--- src/rtl/alu_pkg.sv ---
// Shared ALU opcodes and execute-unit FSM encoding.
// The opcode values are also consumed by the ALU control decoder.
package alu_pkg;

  localparam logic [3:0] ALU_AND  = 4'b0000;
  localparam logic [3:0] ALU_OR   = 4'b0001;
  localparam logic [3:0] ALU_ADD  = 4'b0010;
  localparam logic [3:0] ALU_XOR  = 4'b0011;
  localparam logic [3:0] ALU_SLL  = 4'b0100;
  localparam logic [3:0] ALU_SRL  = 4'b0101;
  localparam logic [3:0] ALU_SUB  = 4'b0110;
  localparam logic [3:0] ALU_SLT  = 4'b0111;
  localparam logic [3:0] ALU_SLTU = 4'b1000;
  localparam logic [3:0] ALU_SRA  = 4'b1001;

  typedef enum logic [1:0] {
    ST_IDLE  = 2'd0,
    ST_SHIFT = 2'd1,
    ST_DONE  = 2'd2
  } state_e;

  typedef enum logic [1:0] {
    SH_LL = 2'd0,
    SH_RL = 2'd1,
    SH_RA = 2'd2
  } shift_kind_e;

  function automatic logic is_shift(input logic [3:0] ctl);
    return (ctl == ALU_SLL) || (ctl == ALU_SRL) || (ctl == ALU_SRA);
  endfunction

  function automatic shift_kind_e shift_kind(input logic [3:0] ctl);
    shift_kind_e k;
    case (ctl)
      ALU_SRL: k = SH_RL;
      ALU_SRA: k = SH_RA;
      default: k = SH_LL;
    endcase
    return k;
  endfunction

endpackage

--- src/rtl/alu_shift_serial.sv ---
// Serial one-bit-per-cycle shifter: loads source and amount, then shifts until the counter hits zero.
// shift_done pulses in the last shift cycle while shift_nxt carries the final value.
module alu_shift_serial
  import alu_pkg::*;
#(
  parameter int XLEN    = 32,
  parameter int SHAMT_W = 5
) (
  input  logic               clk,
  input  logic               rst,
  input  logic               load,
  input  shift_kind_e        kind,
  input  logic [XLEN-1:0]    src,
  input  logic [SHAMT_W-1:0] shamt,
  output logic               shift_done,
  output logic [XLEN-1:0]    shift_nxt
);

  logic [XLEN-1:0]    sr_q,   sr_d;
  logic [SHAMT_W-1:0] cnt_q,  cnt_d;
  shift_kind_e        kind_q, kind_d;
  logic               fill_q, fill_d;
  logic               fill_bit;

  always_comb begin
    fill_bit = (kind_q == SH_RA) ? fill_q : 1'b0;
    if (kind_q == SH_LL) begin
      shift_nxt = {sr_q[XLEN-2:0], 1'b0};
    end else begin
      shift_nxt = {fill_bit, sr_q[XLEN-1:1]};
    end
  end

  always_comb begin
    sr_d   = sr_q;
    cnt_d  = cnt_q;
    kind_d = kind_q;
    fill_d = fill_q;
    if (load) begin
      sr_d   = src;
      cnt_d  = shamt;
      kind_d = kind;
      // Sign fill is captured once so SRA never depends on later operand changes.
      fill_d = src[XLEN-1];
    end else if (cnt_q != '0) begin
      sr_d  = shift_nxt;
      cnt_d = cnt_q - SHAMT_W'(1);
    end
  end

  assign shift_done = !load && (cnt_q == SHAMT_W'(1));

  always_ff @(posedge clk) begin
    if (rst) begin
      sr_q   <= '0;
      cnt_q  <= '0;
      kind_q <= SH_LL;
      fill_q <= 1'b0;
    end else begin
      sr_q   <= sr_d;
      cnt_q  <= cnt_d;
      kind_q <= kind_d;
      fill_q <= fill_d;
    end
  end

endmodule

--- src/rtl/seq_alu.sv ---
// Multi-cycle execute unit: 1-cycle logic/arith ops, serial shifts (n+1 cycles), registered result and zero.
// Result is held in DONE for any length of out_ready backpressure; new requests only accepted in IDLE.
module seq_alu
  import alu_pkg::*;
#(
  parameter int XLEN    = 32,
  parameter int SHAMT_W = 5
) (
  input  logic            clk,
  input  logic            rst,
  input  logic            in_valid,
  output logic            in_ready,
  input  logic [3:0]      alu_ctl,
  input  logic [XLEN-1:0] op_a,
  input  logic [XLEN-1:0] op_b,
  output logic            out_valid,
  input  logic            out_ready,
  output logic [XLEN-1:0] result,
  output logic            zero
);

  state_e             state_q, state_d;
  logic [XLEN-1:0]    result_q, result_d;
  logic               zero_q, zero_d;
  logic [XLEN-1:0]    alu_res;
  logic [SHAMT_W-1:0] shamt;
  logic               accept;
  logic               op_is_shift;
  logic               shift_load;
  logic               shift_done;
  logic [XLEN-1:0]    shift_nxt;

  assign shamt       = op_b[SHAMT_W-1:0];
  assign accept      = (state_q == ST_IDLE) && in_valid;
  assign op_is_shift = is_shift(alu_ctl);
  assign shift_load  = accept && op_is_shift && (shamt != '0);

  alu_shift_serial #(
    .XLEN    (XLEN),
    .SHAMT_W (SHAMT_W)
  ) u_shift (
    .clk        (clk),
    .rst        (rst),
    .load       (shift_load),
    .kind       (shift_kind(alu_ctl)),
    .src        (op_a),
    .shamt      (shamt),
    .shift_done (shift_done),
    .shift_nxt  (shift_nxt)
  );

  always_comb begin
    case (alu_ctl)
      ALU_AND:  alu_res = op_a & op_b;
      ALU_OR:   alu_res = op_a | op_b;
      ALU_XOR:  alu_res = op_a ^ op_b;
      ALU_SUB:  alu_res = op_a - op_b;
      ALU_SLT:  alu_res = {{(XLEN-1){1'b0}}, ($signed(op_a) < $signed(op_b))};
      ALU_SLTU: alu_res = {{(XLEN-1){1'b0}}, (op_a < op_b)};
      default:  alu_res = op_a + op_b;
    endcase
  end

  // Next-state logic.
  always_comb begin
    state_d = state_q;
    case (state_q)
      ST_IDLE: begin
        if (in_valid) begin
          state_d = shift_load ? ST_SHIFT : ST_DONE;
        end
      end
      ST_SHIFT: begin
        if (shift_done) begin
          state_d = ST_DONE;
        end
      end
      ST_DONE: begin
        if (out_ready) begin
          state_d = ST_IDLE;
        end
      end
      default: state_d = ST_IDLE;
    endcase
  end

  // Result capture: only on accept of a non-serial op or on the final shift step.
  always_comb begin
    result_d = result_q;
    zero_d   = zero_q;
    if (accept && !shift_load) begin
      result_d = op_is_shift ? op_a : alu_res;
      zero_d   = (result_d == '0);
    end else if ((state_q == ST_SHIFT) && shift_done) begin
      result_d = shift_nxt;
      zero_d   = (result_d == '0);
    end
  end

  // Output logic.
  always_comb begin
    in_ready  = (state_q == ST_IDLE);
    out_valid = (state_q == ST_DONE);
    result    = result_q;
    zero      = zero_q;
  end

  always_ff @(posedge clk) begin
    if (rst) begin
      state_q  <= ST_IDLE;
      result_q <= '0;
      zero_q   <= 1'b1;
    end else begin
      state_q  <= state_d;
      result_q <= result_d;
      zero_q   <= zero_d;
    end
  end

endmodule

--- config.mk ---
export PLATFORM = sky130hd
export DESIGN_NAME = seq_alu
export DESIGN_NICKNAME = d
export VERILOG_FILES = /design/src/rtl/alu_pkg.sv /design/src/rtl/alu_shift_serial.sv /design/src/rtl/seq_alu.sv
export SDC_FILE = /design/constraint.sdc
export NUM_CORES = 1
export LEC_CHECK = 0
export ABC_AREA = 1
export CORE_UTILIZATION = 45
export DETAILED_ROUTE_END_ITERATION = 10
export GPL_TIMING_DRIVEN = 0
export PLACE_DENSITY = 0.71
export SLEW_MARGIN = 25
export SYNTH_ARGS = -nofsm -noshare
export SYNTH_HDL_FRONTEND = slang
export SYNTH_HIERARCHICAL = 1
export SYNTH_SLANG_ARGS = --single-unit
--- constraint.sdc ---
create_clock -name clk -period 4.35 [get_ports clk]
set_clock_uncertainty 0.2 [all_clocks]
set_input_delay 1.305 -clock clk [delete_from_list [all_inputs] [get_ports clk]]
set_output_delay 1.305 -clock clk [all_outputs]
set_load 0.02 [all_outputs]
# Word level (Yosys, flattened, before mapping)
# Index checks and enable logic that the tools add are counted.
dict set report classes {
  eq_ne 15
  n_reduce_logical 19
  magnitude_cmp 2
  n_addsub 3
  bitwise 3
  n_mux 18
}
# cell count
set ops {}
lappend ops {{$mux W32} 6}
lappend ops {{$pmux W32 S6} 1}
lappend ops {{$logic_not A32 Y1} 2}
lappend ops {{$lt A32 B32 Y1} 2}
lappend ops {{$add A32 B32 Y32} 1}
lappend ops {{$and A32 B32 Y32} 1}
lappend ops {{$or A32 B32 Y32} 1}
lappend ops {{$sub A32 B32 Y32} 1}
lappend ops {{$xor A32 B32 Y32} 1}
lappend ops {{$eq A4 B3 Y1 const B} 4}
lappend ops {{$mux W5} 2}
lappend ops {{$reduce_bool A5 Y1} 2}
lappend ops {{$eq A4 B4 Y1 const B} 2}
lappend ops {{$mux W2} 4}
lappend ops {{$logic_and A1 B1 Y1} 6}
lappend ops {{$pmux W2 S3} 1}
lappend ops {{$eq A5 B1 Y1 const B} 1}
lappend ops {{$sub A5 B1 Y5 const B} 1}
lappend ops {{$eq A2 B2 Y1 const B} 2}
lappend ops {{$eq A4 B1 Y1 const B} 1}
lappend ops {{$eq A4 B2 Y1 const B} 1}
lappend ops {{$logic_not A2 Y1} 2}
lappend ops {{$logic_not A4 Y1} 1}
lappend ops {{$ne A2 B2 Y1 const B} 2}
lappend ops {{other kinds (8)} 12}
dict set report totals {
  reg_bits 75
  word_cells 67
}

# Depth between registers and ports, before layout
# Gate-level depths: netlist of the first run.
dict set report logic_depth {
  depth_word 10
  ltp_mapped 24
}

# Hierarchy
# Netlist of the first run, hierarchy kept.
# module instances cells_per_inst area_per_inst_um2 seq_area_each_um2
set modules_own_cells {}
lappend modules_own_cells {seq_alu 1 1564 8295.5 700.7}
lappend modules_own_cells {alu_shift_serial 1 475 2880.3 800.8}

# Worst setup path after synthesis of the first run
# No wires, ideal clock.
dict set report synth_path {
  path_kind {input to register}
  startpoint {in alu_ctl[0]}
  endpoint {reg result_q[24] (netlist: result[24])}
  stages 16
  setup_slack_ns 0.681
  arrival_time_ns 3.378
  setup_ns 0.091
  required_time_ns 4.059
  cell_sequence {inv_1 -> nor2_1 -> nand3_1 -> nand2_2 -> nand3_1 -> inv_2 -> buf_6 -> nor2_8 -> buf_2 -> inv_1 -> nor2_1 -> inv_1 -> nor3_1 -> clkbuf_1 -> nand2_1 -> a311oi_1}
}
dict set report synth_between {
  elab_chain_cells 9
  elab_cells_between_ends 21
  cone_classes {eq/ne (8); mux (3); reduce/logical (10)}
}
# element line_no
set synth_lines {}
lappend synth_lines {{start: declaration} seq_alu.sv:13} ;# input logic [3:0] alu_ctl,
lappend synth_lines {{$eq A4 B3 Y1} alu_pkg.sv:29} ;# return (ctl == ALU_SLL) || (ctl == ALU_SRL) || (ctl == ALU_SRA);
lappend synth_lines {{$logic_or A1 B1 Y1} alu_pkg.sv:29}
lappend synth_lines {{$logic_or A1 B1 Y1 *} alu_pkg.sv:29}
lappend synth_lines {{$logic_and A1 B1 Y1 * (2 in series)} seq_alu.sv:36} ;# assign shift_load = accept && op_is_shift && (shamt != '0);
lappend synth_lines {{net shift_load} seq_alu.sv:29} ;# logic shift_load;
lappend synth_lines {{$logic_not A1 Y1 *} alu_shift_serial.sv:51} ;# assign shift_done = !load && (cnt_q == SHAMT_W'(1));
lappend synth_lines {{$logic_and A1 B1 Y1 *} alu_shift_serial.sv:51}
lappend synth_lines {{net shift_done} seq_alu.sv:30} ;# logic shift_done;
lappend synth_lines {{$logic_and A1 B1 Y1 *} seq_alu.sv:94} ;# end else if ((state_q == ST_SHIFT) && shift_done) begin
lappend synth_lines {{$reduce_bool A2 Y1 (no line) *} --}
lappend synth_lines {{end signal: assignment} seq_alu.sv:115} ;# result_q <= result_d;
lappend synth_lines {{end: declaration} seq_alu.sv:23} ;# logic [XLEN-1:0] result_q, result_d;
# The timed path passes the listed nets; every way through them passes the cells marked *.
# A chain may end at the register's enable or synchronous reset.

# Final worst setup path of the first run
dict set report layout_path {
  startpoint {in op_a[27]}
  endpoint {reg zero_q (netlist: zero)}
}
dict set report layout_between {
  elab_chain_cells 5
  elab_cells_between_ends 11
  cone_classes {add/sub (2); order compare (2); mux (3); bitwise (3); reduce/logical (1)}
}
# element line_no
set layout_lines {}
lappend layout_lines {{start: declaration} seq_alu.sv:14} ;# input logic [XLEN-1:0] op_a,
lappend layout_lines {{$add A32 B32 Y32 (tied with other cells)} seq_alu.sv:60} ;# default: alu_res = op_a + op_b;
lappend layout_lines {{$pmux W32 S6} seq_alu.sv:53} ;# case (alu_ctl)
lappend layout_lines {{$mux W32 *} seq_alu.sv:92} ;# result_d = op_is_shift ? op_a : alu_res;
lappend layout_lines {{$logic_not A32 Y1 *} seq_alu.sv:93} ;# zero_d = (result_d == '0);
lappend layout_lines {{$mux W1 *} seq_alu.sv:91} ;# if (accept && !shift_load) begin
lappend layout_lines {{end signal: assignment} seq_alu.sv:116} ;# zero_q <= zero_d;
lappend layout_lines {{end: declaration} seq_alu.sv:24} ;# logic zero_q, zero_d;
# Every way passes the cells marked *; elsewhere a longest branch is shown, timed or not.

==> impl_results.md, run 1 <==
* Number of flops mapped to enable cells by yosys at 0
* Worst r2r src: u_shift/kind_q[1]
* Final Instance Area at 0.01315 mm2
* Vias in the first global route at about 12000
* Die area at about 0.025 mm2
* Via count at about 14000
* Clock sink count at 75
* Critical R2R Capture: zero
* Slowest stage delay, CP at roughly 0.59 ns
* CORE AREA at roughly 0.024 mm2
* Main area contributors after synthesis: nand2_1 22%, dfxtp_1 13%, ha_1 11%
* Cell family with most CP delay: simple AND/OR/NAND/NOR gates
* Yosys top cell by area: nand2_1
* Fmax at 0.2321 GHz
* RD Place Congestion at roughly 1.0
* Root Driver: clkbuf_16
* Final period util at around 99%
* Max cap viols at 0
* All-layer global routing usage at between 30% and 40%
* CP startpoint: op_a[27]
* ANT cells at 0
* Final ANT Viol Nets at 0
* Syn nets at 2211
* Htree depth at 3
* Final hold vios at 0
* Least-Margin Pin Slew at a little under 0.8 ns
* Fillers at roughly 2600
* CP Depth at 22
* Largest net degree at the start of global routing at 14
* Final net count at 2332
* Critical-path cell list: clkdlybuf4s50_1 -> inv_1 -> ha_1 -> buf_2 -> inv_1 -> a21oi_1 -> nand2_1 -> nand2_1 -> nand2_1 -> a21oi_4 -> nand3_1 -> nand3_1 -> nand2_1 -> nand2_1 -> nand3_1 -> nor2_1 -> nand3_1 -> nor2_1 -> nand3_1 -> nand2_1 -> nand2_1 -> nand2_1
* Final setup fails at 0
* Yosys top cell area share at between 20 and 25%
* Endpoint type of the worst setup path: flop
* Clk buf depth at 2
* Buf+Inv Stages, Crit Path at 4
* Ys flop type: dfxtp_1
* Footprint of the multi-input gates at 0.008200 mm2
* Min Tclk post-route at 4.308 ns
* Clk_lat worst skew at 0.34 ns
* Final Non-Filler Cells at between 2000 and 2500
* Avg WL per Cell at about 19 um
* Chip width at around 160 um
* CTS clk-pin slew, worst paths at roughly 0.060 ns
* CTS tree: yes
* R2R setup slack at around 1.4 ns
* Worst min-delay path class: flop to flop
* Reg area at ~0.0015 mm2
* Die height at between 150 and 200 um
* Initial antenna violation count at 1
* DRT Wirelength at around 48 mm
* WP data required at 4.43 ns
* FF-to-FF path depth at 10
* Syn. warnings at 6
* Placed Instances at roughly 2500
* Seq cells post-synth at 75
* CP arrival at 4.39 ns
* Ys async rst share at 0%
* Slew HR at between 40% and 50%
* Post-route DRC at 0
* Drt first pass iters at 6
* CP most frequent cell: nand2_1
* Layout cells sized above 1 at 9.053%
* Total grt overflow at 0
* Startpoint Class: input port
* Initial Utilization at between 40% and 50%
* DP Wirelength at 39.15 mm
* Hold WS at about 0.26 ns
* Max Fanout on Critical Path at 8
* Vias per inst at between 5 and 6
* Post-Synthesis Cells at around 2000
* Cts hold-fix bufs at 0
* Sequential-to-total area share from yosys stat at a little over an eighth
* Area Overhead vs Synth at 17.67%
* Unrepaired setup endpoints after global routing: true
* Avg Inst Size Synth at about 5.5 um2
* Crit path kind: input port to flop
* DR iter-0 viols at ~1500
* Status: complete, no violations
* I/O pin count at roughly 110
* Global-route wire length before repair at 70.60 mm
* Total CTS buffers at 9
* P per Cell Area at roughly 330 mW/mm2
* Max rail drop VDD at between 200 and 300 uV
* Slowest CP cell: clkdlybuf4s50_1
* Leak Pwr at roughly 0.007 uW
* Synth Cell Area at about 0.011 mm2
* Number of I/O port buffers at 106
* Num rows at 57
* Slew Viols, Final at 0
* Placed Area at approximately 0.013 mm2
* Crit path to: zero
* Post-synthesis cell type count at 45
-- per-stage QoR --
step	util, %	total power (uW)	TNS (ns)	setup WS [ns]
6_report	54.07	4397	0	0.04218
5_1_grt	54.07	4715	-0.07398	-0.07398
4_1_cts	53.22	4305	0	0.0005187
3_5_place_dp	51.98	3595	-25.94	-0.9720
3_3_place_gp	51.98	3571	-24.63	-0.9238
2_1_floorplan	-	2791	0	0.6812
-- state kept, by name (all words and copies together), names as in the netlist --
register and cells:
result 32, u_shift/sr_q 32, u_shift/cnt_q 5, state_q 2, u_shift/kind_q 2, u_shift/fill_q 1, zero 1
-- layer usage --
metal	GRT usage [%]	vias to the layer above	wire length [um]
met5	0	-	12
met4	17.09	2	2243
met3	4.506	117	4175
met2	58.04	702	20870
met1	48.27	6327	20250
li1	-	6731	-
-- worst min-delay path by stage --
stage	startpoint	slack, ns	end	cells after the start
2_1_floorplan	u_shift/fill_q	0.23	u_shift/fill_q	2
3_3_place_gp	u_shift/fill_q	0.25	u_shift/fill_q	2
3_5_place_dp	u_shift/fill_q	0.26	u_shift/fill_q	2
4_1_cts	u_shift/fill_q	0.27	u_shift/fill_q	2
5_1_grt	result[30]	0.28	result[30]	2
6_report	u_shift/fill_q	0.26	u_shift/fill_q	2
-- cells in the final DEF, fill, tap and decap left out, types with 12 or more instances in the layout --
cell and n:
nand4_1 62, nand3_1 193, o21bai_1 17, nor2_1 207, clkdlybuf4s50_1 74, buf_2 51, ha_1 96, nand2_2 13
nand2_1 643, buf_4 16, inv_1 302, o21ai_0 37, and2_1 32, a21oi_2 28, dlygate4sd2_1 23, nor2_2 24
dfxtp_1 75, clkbuf_1 15, a21oi_1 99, a221oi_1 21, o211ai_1 12
-- cell families (layout without fill, tap and decap cells) --
family	count (synthesis)	after routing	synth area share (%)
AOI/OAI and AO/OA	245	245	13.49
xor gates and xnor gates	3	3	0.2352
adders and majority gates	100	100	11.33
buffers and inverters	401	527	15.09
DFF	75	75	13.43
and+or+nand+nor	1215	1215	46.42
-- final cells by class --
cell class	count	area share [%]
Buffer	91	4.034
Clock buffer	10	1.741
Clock inverter	6	0.3140
Inverter	309	8.820
Multi-Input combinational cell	1563	62.36
Sequential cell	75	11.42
Tap cell	324	3.083
Timing Repair Buffer	111	8.230
-- cell usage after synthesis (2+ instances only) --
| library cell | count |
|---|---|
| nand2_1 | 651 |
| inv_1 | 304 |
| nor2_1 | 227 |
| nand3_1 | 198 |
| a21oi_1 | 108 |
| ha_1 | 98 |
| dfxtp_1 | 75 |
| nand4_1 | 62 |
| buf_2 | 55 |
| o21ai_0 | 43 |
| and2_1 | 32 |
| a21oi_2 | 22 |
| a221oi_1 | 21 |
| o21bai_1 | 17 |
| clkbuf_1 | 15 |
| nor3_1 | 15 |
| o211ai_1 | 12 |
| buf_4 | 10 |
| buf_6 | 10 |
| a31oi_1 | 9 |
| nor4_1 | 8 |
| nor2_2 | 6 |
| inv_2 | 5 |
| nand2_2 | 5 |
| o22ai_1 | 4 |
| nor2_4 | 3 |
| buf_1 | 2 |
| fa_1 | 2 |
| nand3_2 | 2 |
| o21ai_1 | 2 |
| xor2_1 | 2 |
-- where the power goes --
group	leakage [uW]	internal [uW]	total, uW	switching (uW)
logic	0.00611	950	2770	1820
registers	0.000618	850	926	76.1
clock network	0.000125	387	701	314
-- what timing repair did --
action / CTS / global route
gates resized for setup: 42 / 64
setup endpoints to repair: 34 / 33
setup buffers: 1 / 4
pin swaps: 2 / 6
-- worst reg2reg max path, delay by kind of cell (launching register included) --
family	cells	cell delay, ns
AND/OR/NAND/NOR	9	2.10
buffers and inverters	1	0.32
flip-flops	1	0.33
No activity file was read; power rests on OpenSTA's default activity.
==> run 2: changes to the inputs <==
--- a/config.mk
+++ b/config.mk
@@ -10,6 +10,7 @@
 export DETAILED_ROUTE_END_ITERATION = 10
 export GPL_TIMING_DRIVEN = 0
 export PLACE_DENSITY = 0.71
+export SKIP_CTS_REPAIR_TIMING = 1
 export SLEW_MARGIN = 25
 export SYNTH_ARGS = -nofsm -noshare
 export SYNTH_HDL_FRONTEND = slang
==> impl_results.md, run 2 (synthesized netlist as in run 1, its figures left out) <==
* Post-route DRC at 0 (unchanged)
* Largest net degree at the start of global routing at 14 (unchanged)
* Crit path to: zero (unchanged)
* Startpoint Class: input port (unchanged)
* Slowest CP cell: a221oi_1 (was clkdlybuf4s50_1)
* CTS clk-pin slew, worst paths at 0.06 ns (about the same)
* Die height at 159.6 um (unchanged)
* Total grt overflow at 0 (unchanged)
* Endpoint type of the worst setup path: flop (unchanged)
* All-layer global routing usage at 36.21% (was 36.27%)
* Final ANT Viol Nets at 0 (unchanged)
* Status: complete, no violations (unchanged)
* Critical-path cell list: clkdlybuf4s50_1 -> nor2_4 -> nand2_2 -> inv_2 -> clkbuf_1 -> a221oi_1 -> nand4_1 -> nand2_1 -> nand2_1 -> nor2_1 -> nand3_1 -> nand2_1 -> nand2_1 -> nand2_1 (was clkdlybuf4s50_1 -> inv_1 -> ha_1 -> buf_2 -> inv_1 -> a21oi_1 -> nand2_1 -> nand2_1 -> nand2_1 -> a21oi_4 -> nand3_1 -> nand3_1 -> nand2_1 -> nand2_1 -> nand3_1 -> nor2_1 -> nand3_1 -> nor2_1 -> nand3_1 -> nand2_1 -> nand2_1 -> nand2_1)
* Total CTS buffers at 9 (unchanged)
* Initial antenna violation count at 1 (unchanged)
* Num rows at 57 (unchanged)
* DP Wirelength at 39.15 mm (unchanged)
* CP arrival at 4.40 ns (was 4.39 ns)
* Via count at 13860 (was 13880)
* Die area at 0.02547 mm2 (unchanged)
* Fillers at 2582 (was 2625)
* Clk buf depth at 2 (unchanged)
* Slew Viols, Final at 0 (unchanged)
* RD Place Congestion at 1.039 (unchanged)
* Most frequent cells in the layout: 637 x nand2_1, 295 x inv_1, 195 x nor2_1 (was 643 x nand2_1, 302 x inv_1, 207 x nor2_1)
* Clk_lat worst skew at 0.34 ns (about the same)
* Final hold vios at 0 (unchanged)
* Max Fanout on Critical Path at 10 (was 8)
* FF-to-FF path depth at 10 (unchanged)
* Least-Margin Pin Slew at 0.8054 ns (was 0.7953 ns)
* Slowest stage delay, CP at 0.64 ns (was 0.59 ns)
* Final setup fails at 0 (unchanged)
* Fmax at 0.2319 GHz (was 0.2321 GHz)
* P per Cell Area at 329.7 mW/mm2 (was 334.4 mW/mm2)
* Most common cell after layout, fill and taps aside: nand2_1 (unchanged)
* I/O pin count at 107 (unchanged)
* Min Tclk post-route at 4.312 ns (was 4.308 ns)
* Chip width at 159.6 um (unchanged)
* Area Overhead vs Synth at 20.82% (was 17.67%)
* Crit path kind: input port to flop (unchanged)
* R2R setup slack at 1.33 ns (was 1.36 ns)
* CTS tree: yes (unchanged)
* Drt first pass iters at 6 (unchanged)
* Setup TNS Final at 0 ns (unchanged)
* Max rail drop VDD at 294.9 uV (was 295.2 uV)
* CP startpoint: alu_ctl[3] (was op_a[27])
* DR iter-0 viols at 1513 (was 1498)
* Vias per inst at 5.551 (was 5.576)
* Global-route wire length before repair at 70.46 mm (was 70.60 mm)
* Max cap viols at 0 (unchanged)
* Placed Area at 0.01264 mm2 (unchanged)
* Initial Utilization at 45.95% (unchanged)
* Critical R2R Capture: zero (unchanged)
* Leak Pwr at 0.007157 uW (was 0.006855 uW)
* Slew HR at 46.30% (was 46.98%)
* Final net count at 2340 (was 2332)
* ANT cells at 0 (unchanged)
* Final Instance Area at 0.01350 mm2 (was 0.01315 mm2)
* Worst r2r src: u_shift/kind_q[1] (unchanged)
* CP most frequent cell: nand2_1 (unchanged)
* Root Driver: clkbuf_16 (unchanged)
* Number of I/O port buffers at 106 (unchanged)
* Htree depth at 3 (unchanged)
* Avg WL per Cell at 19.15 um (was 19.10 um)
* CORE AREA at 0.02432 mm2 (unchanged)
* Final period util at 99.13% (was 99.03%)
* Clock sink count at 75 (unchanged)
* WP data required at 4.44 ns (was 4.43 ns)
* Vias in the first global route at 12420 (was 12430)
* Layout cells sized above 1 at 11.41% (was 9.053%)
* Worst min-delay path class: flop to flop (unchanged)
* DRT Wirelength at 47.81 mm (was 47.55 mm)
run 2: worst max-delay path: cells and delay by family:
family	cells	cell delay, ns
buf+inv	3	1.18
simple gates	10	1.26
compound gates	1	0.64
run 2: stage by stage:
step           hold slack (ns)  total power (uW)  setup WS, ns  instances  utilization (%)
6_report                0.2626              4452       0.03764       2497            55.52
4_1_cts                 0.2651              4303       -0.6550       2485            53.09
3_5_place_dp            0.2565              3595       -0.9720       2469            51.98
2_1_floorplan           0.2331              2791        0.6812       2039                -
3_3_place_gp            0.2516              3571       -0.9238       2469            51.98
5_1_grt                 0.2826              4768      -0.04388       2497            55.52
run 2: layer usage:
| metal | part of all wire [%] | up-vias | track usage [%] |
|---|---|---|---|
| li1 | - | 6745 | - |
| met4 | 4.9 | 2 | 18.31 |
| met2 | 44 | 667 | 57.34 |
| met3 | 8.4 | 118 | 4.585 |
| met1 | 43 | 6329 | 48.16 |
| met5 | 0.025 | - | 0 |
run 2: worst min path at each step:
stage                     endpoint  depth (start not counted)            from
finish              u_shift/fill_q                          2  u_shift/fill_q
global route            result[30]                          2      result[30]
CTS                 u_shift/fill_q                          2  u_shift/fill_q
detailed placement  u_shift/fill_q                          2  u_shift/fill_q
global placement    u_shift/fill_q                          2  u_shift/fill_q
floorplan           u_shift/fill_q                          2  u_shift/fill_q
run 2: power breakdown:
| part | switching, uW | internal (uW) | leakage [uW] |
|---|---|---|---|
| Sequential | 76.1 | 850 | 0.000618 |
| Clock | 315 | 387 | 0.000125 |
| Combinational | 1850 | 978 | 0.00641 |
| Total | 2240 | 2220 | 0.00716 |
run 2: cell type report:
class	count	area [um2]	share of cell area [%]
Buffer	91	550.5	4.077
Clock buffer	10	229.0	1.696
Clock inverter	6	41.29	0.3058
Inverter	309	1160	8.590
Multi-Input combinational cell	1563	8367	61.96
Sequential cell	75	1501	11.12
Tap cell	324	405.4	3.002
Timing Repair Buffer	119	1249	9.248
==> run 3: changes to the inputs <==
--- a/config.mk
+++ b/config.mk
@@ -8,8 +8,10 @@
 export ABC_AREA = 1
 export CORE_UTILIZATION = 45
 export DETAILED_ROUTE_END_ITERATION = 10
+export GPL_ROUTABILITY_DRIVEN = 0
 export GPL_TIMING_DRIVEN = 0
 export PLACE_DENSITY = 0.71
+export SETUP_SLACK_MARGIN = 0.02
 export SKIP_CTS_REPAIR_TIMING = 1
 export SLEW_MARGIN = 25
 export SYNTH_ARGS = -nofsm -noshare
==> impl_results.md, run 3 (synthesized netlist as in run 1, its figures left out) <==
* Max cap viols at 0 (unchanged)
* Die height at 159.6 um (unchanged)
* Final net count at 2334 (was 2340)
* Clk_lat worst skew at 0.35 ns (was 0.34 ns)
* Footprint of the multi-input gates at 0.008453 mm2 (was 0.008367 mm2)
* Clock network power share at 15.0% (was 15.8%)
* Max rail drop VDD at 239.5 uV (was 294.9 uV)
* Fillers at 2509 (was 2582)
* Htree depth at 3 (unchanged)
* R2R setup slack at 1.37 ns (was 1.33 ns)
* Hold Path Origin: result[18] (was u_shift/fill_q)
* Area Overhead vs Synth at 21.26% (was 20.82%)
* Leak Pwr at 0.007203 uW (was 0.007157 uW)
* Root Driver: clkbuf_16 (unchanged)
* FF-to-FF path depth at 10 (unchanged)
* Via count at 14040 (was 13860)
* DP Wirelength at 35.36 mm (was 39.15 mm)
* Worst r2r src: u_shift/kind_q[1] (unchanged)
* All-layer global routing usage at 33.51% (was 36.21%)
* Worst min-delay path class: flop to flop (unchanged)
* Max Fanout on Critical Path at 10 (unchanged)
* CTS tree: yes (unchanged)
* Total grt overflow at 0 (unchanged)
* Largest net degree at the start of global routing at 12 (was 14)
* CP most frequent cell: nand2_1 (unchanged)
* Most frequent cells in the layout: 624 x nand2_1, 295 x inv_1, 192 x nor2_1 (was 637 x nand2_1, 295 x inv_1, 195 x nor2_1)
* Worst hold stages at 2 (unchanged)
* Final ANT Viol Nets at 0 (unchanged)
* CP arrival at 4.32 ns (was 4.40 ns)
* Unrepaired setup endpoints after global routing: true
* Endpoint type of the worst setup path: flop (unchanged)
* WP data required at 4.44 ns (about the same)
* Initial antenna violation count at 0 (was 1)
* Final period util at 97.40% (was 99.13%)
* Min Tclk post-route at 4.237 ns (was 4.312 ns)
* ANT cells at 0 (unchanged)
* Reg area at 0.001501 mm2 (unchanged)
* Vias per inst at 5.641 (was 5.551)
* Avg WL per Cell at 17.75 um (was 19.15 um)
* Startpoint Class: input port (unchanged)
* Chip width at 159.6 um (unchanged)
* Slew Viols, Final at 0 (unchanged)
* Most common cell after layout, fill and taps aside: nand2_1 (unchanged)
* Final WS setup at 0.1130 ns (was 0.03764 ns)
* Number of I/O port buffers at 106 (unchanged)
* Placed Instances at 2469 (unchanged)
* Fmax at 0.2360 GHz (was 0.2319 GHz)
* Slew HR at 49.67% (was 46.30%)
* Initial Utilization at 45.95% (unchanged)
* Final setup fails at 0 (unchanged)
* DR iter-0 viols at 1599 (was 1513)
* Part of the power in combinational logic at 64.1% (was 63.4%)
* Final hold vios at 0 (unchanged)
* Post-route DRC at 0 (unchanged)
* Net Sw Power at 2201 uW (was 2237 uW)
* Slowest CP cell: clkdlybuf4s50_1 (was a221oi_1)
* Layout cells sized above 1 at 11.97% (was 11.41%)
* Crit path kind: input port to flop (unchanged)
* Reg power frac at 20.9% (was 20.8%)
* Die area at 0.02547 mm2 (unchanged)
* Clk buf depth at 2 (unchanged)
* CORE AREA at 0.02432 mm2 (unchanged)
* Status: complete, no violations (unchanged)
* Drt first pass iters at 8 (was 6)
* Critical-path cell list: clkdlybuf4s50_1 -> inv_1 -> ha_1 -> clkbuf_4 -> a21oi_1 -> nor2_1 -> nor2_1 -> o21ai_0 -> a21oi_1 -> nand3_1 -> nand3_1 -> nand4_1 -> nand2_2 -> nand2_1 -> nor2_1 -> nand3_1 -> nand2_1 -> nand2_1 -> nand2_1 (was clkdlybuf4s50_1 -> nor2_4 -> nand2_2 -> inv_2 -> clkbuf_1 -> a221oi_1 -> nand4_1 -> nand2_1 -> nand2_1 -> nor2_1 -> nand3_1 -> nand2_1 -> nand2_1 -> nand2_1)
* Slowest stage delay, CP at 0.51 ns (was 0.64 ns)
* Num rows at 57 (unchanged)
* Worst Hold End: result[18] (was u_shift/fill_q)
* Least-Margin Pin Slew at 0.7550 ns (was 0.8054 ns)
* Global-route wire length before repair at 66.66 mm (was 70.46 mm)
* Total CTS buffers at 9 (unchanged)
* Critical R2R Capture: zero (unchanged)
* Placement Setup Slack at -0.8739 ns (was -0.9720 ns)
* Clock sink count at 75 (unchanged)
* P per Cell Area at 325.6 mW/mm2 (was 329.7 mW/mm2)
* CTS clk-pin slew, worst paths at 0.05 ns (was 0.06 ns)
* P_int at 2211 uW (was 2215 uW)
* Vias in the first global route at 12460 (was 12420)
* I/O pin count at 107 (unchanged)
* Sw Ratio at 49.89% (was 50.25%)
* Final Non-Filler Cells at 2488 (was 2497)
* DRT Wirelength at 44.17 mm (was 47.81 mm)
==> run 3: through the flow <==
stage          power (uW)  hold WS, ns  area, um2  utilization, %  setup TNS, ns
3_3_place_gp         3520       0.2500      12640           51.98         -21.33
3_5_place_dp         3559       0.2520      12640           51.98         -22.55
4_1_cts              4228       0.2609      12890           53.00         -11.21
6_report             4413       0.2622      13550           55.72              0
2_1_floorplan        2791       0.2331      11180               -              0
5_1_grt              4721       0.2817      13550           55.72       -0.04519
==> run 3: layout make-up <==
cell class	count	area share [%]
Multi-Input combinational cell	1563	62.38
Buffer	91	4.173
Clock inverter	3	0.1385
Clock buffer	10	1.690
Tap cell	324	2.991
Timing Repair Buffer	113	8.974
Sequential cell	75	11.08
Inverter	309	8.577
==> run 3: critical path, delay by kind of cell <==
| family | cells | cell delay (ns) |
|---|---|---|
| compound gates | 3 | 0.61 |
| buf+inv | 3 | 0.81 |
| fa+ha+maj | 1 | 0.27 |
| simple gates | 12 | 1.34 |
==> run 3: metal layers <==
layer  routed length [um]  vias up  GRT usage [%]
li1                     -     6740              -
met1                18150     6313          45.60
met4                 2519        0          18.58
met3                 4781      161          4.454
met5                    0        -              0
met2                18710      821          50.89
==> run 3: power by group through the flow <==
stage               combinational, uW  sequential [uW]  clock [uW]
floorplan                        1830              965           0
global route                     3080              935         703
detailed placement               2630              933           0
global placement                 2590              931           0
CTS                              2650              918         664
finish                           2830              920         662
==> run 3: worst max-delay path by stage <==
stage | from | to | slack (ns) | cells past startpoint
after floorplan | alu_ctl[0] | result[24] | 0.68 | 16
after global placement | alu_ctl[1] | result[16] | -0.86 | 18
after detailed placement | alu_ctl[1] | result[16] | -0.87 | 18
after CTS | alu_ctl[1] | result[16] | -0.54 | 18
after global routing | op_b[12] | zero | -0.03 | 20
final | op_b[24] | zero | 0.11 | 19
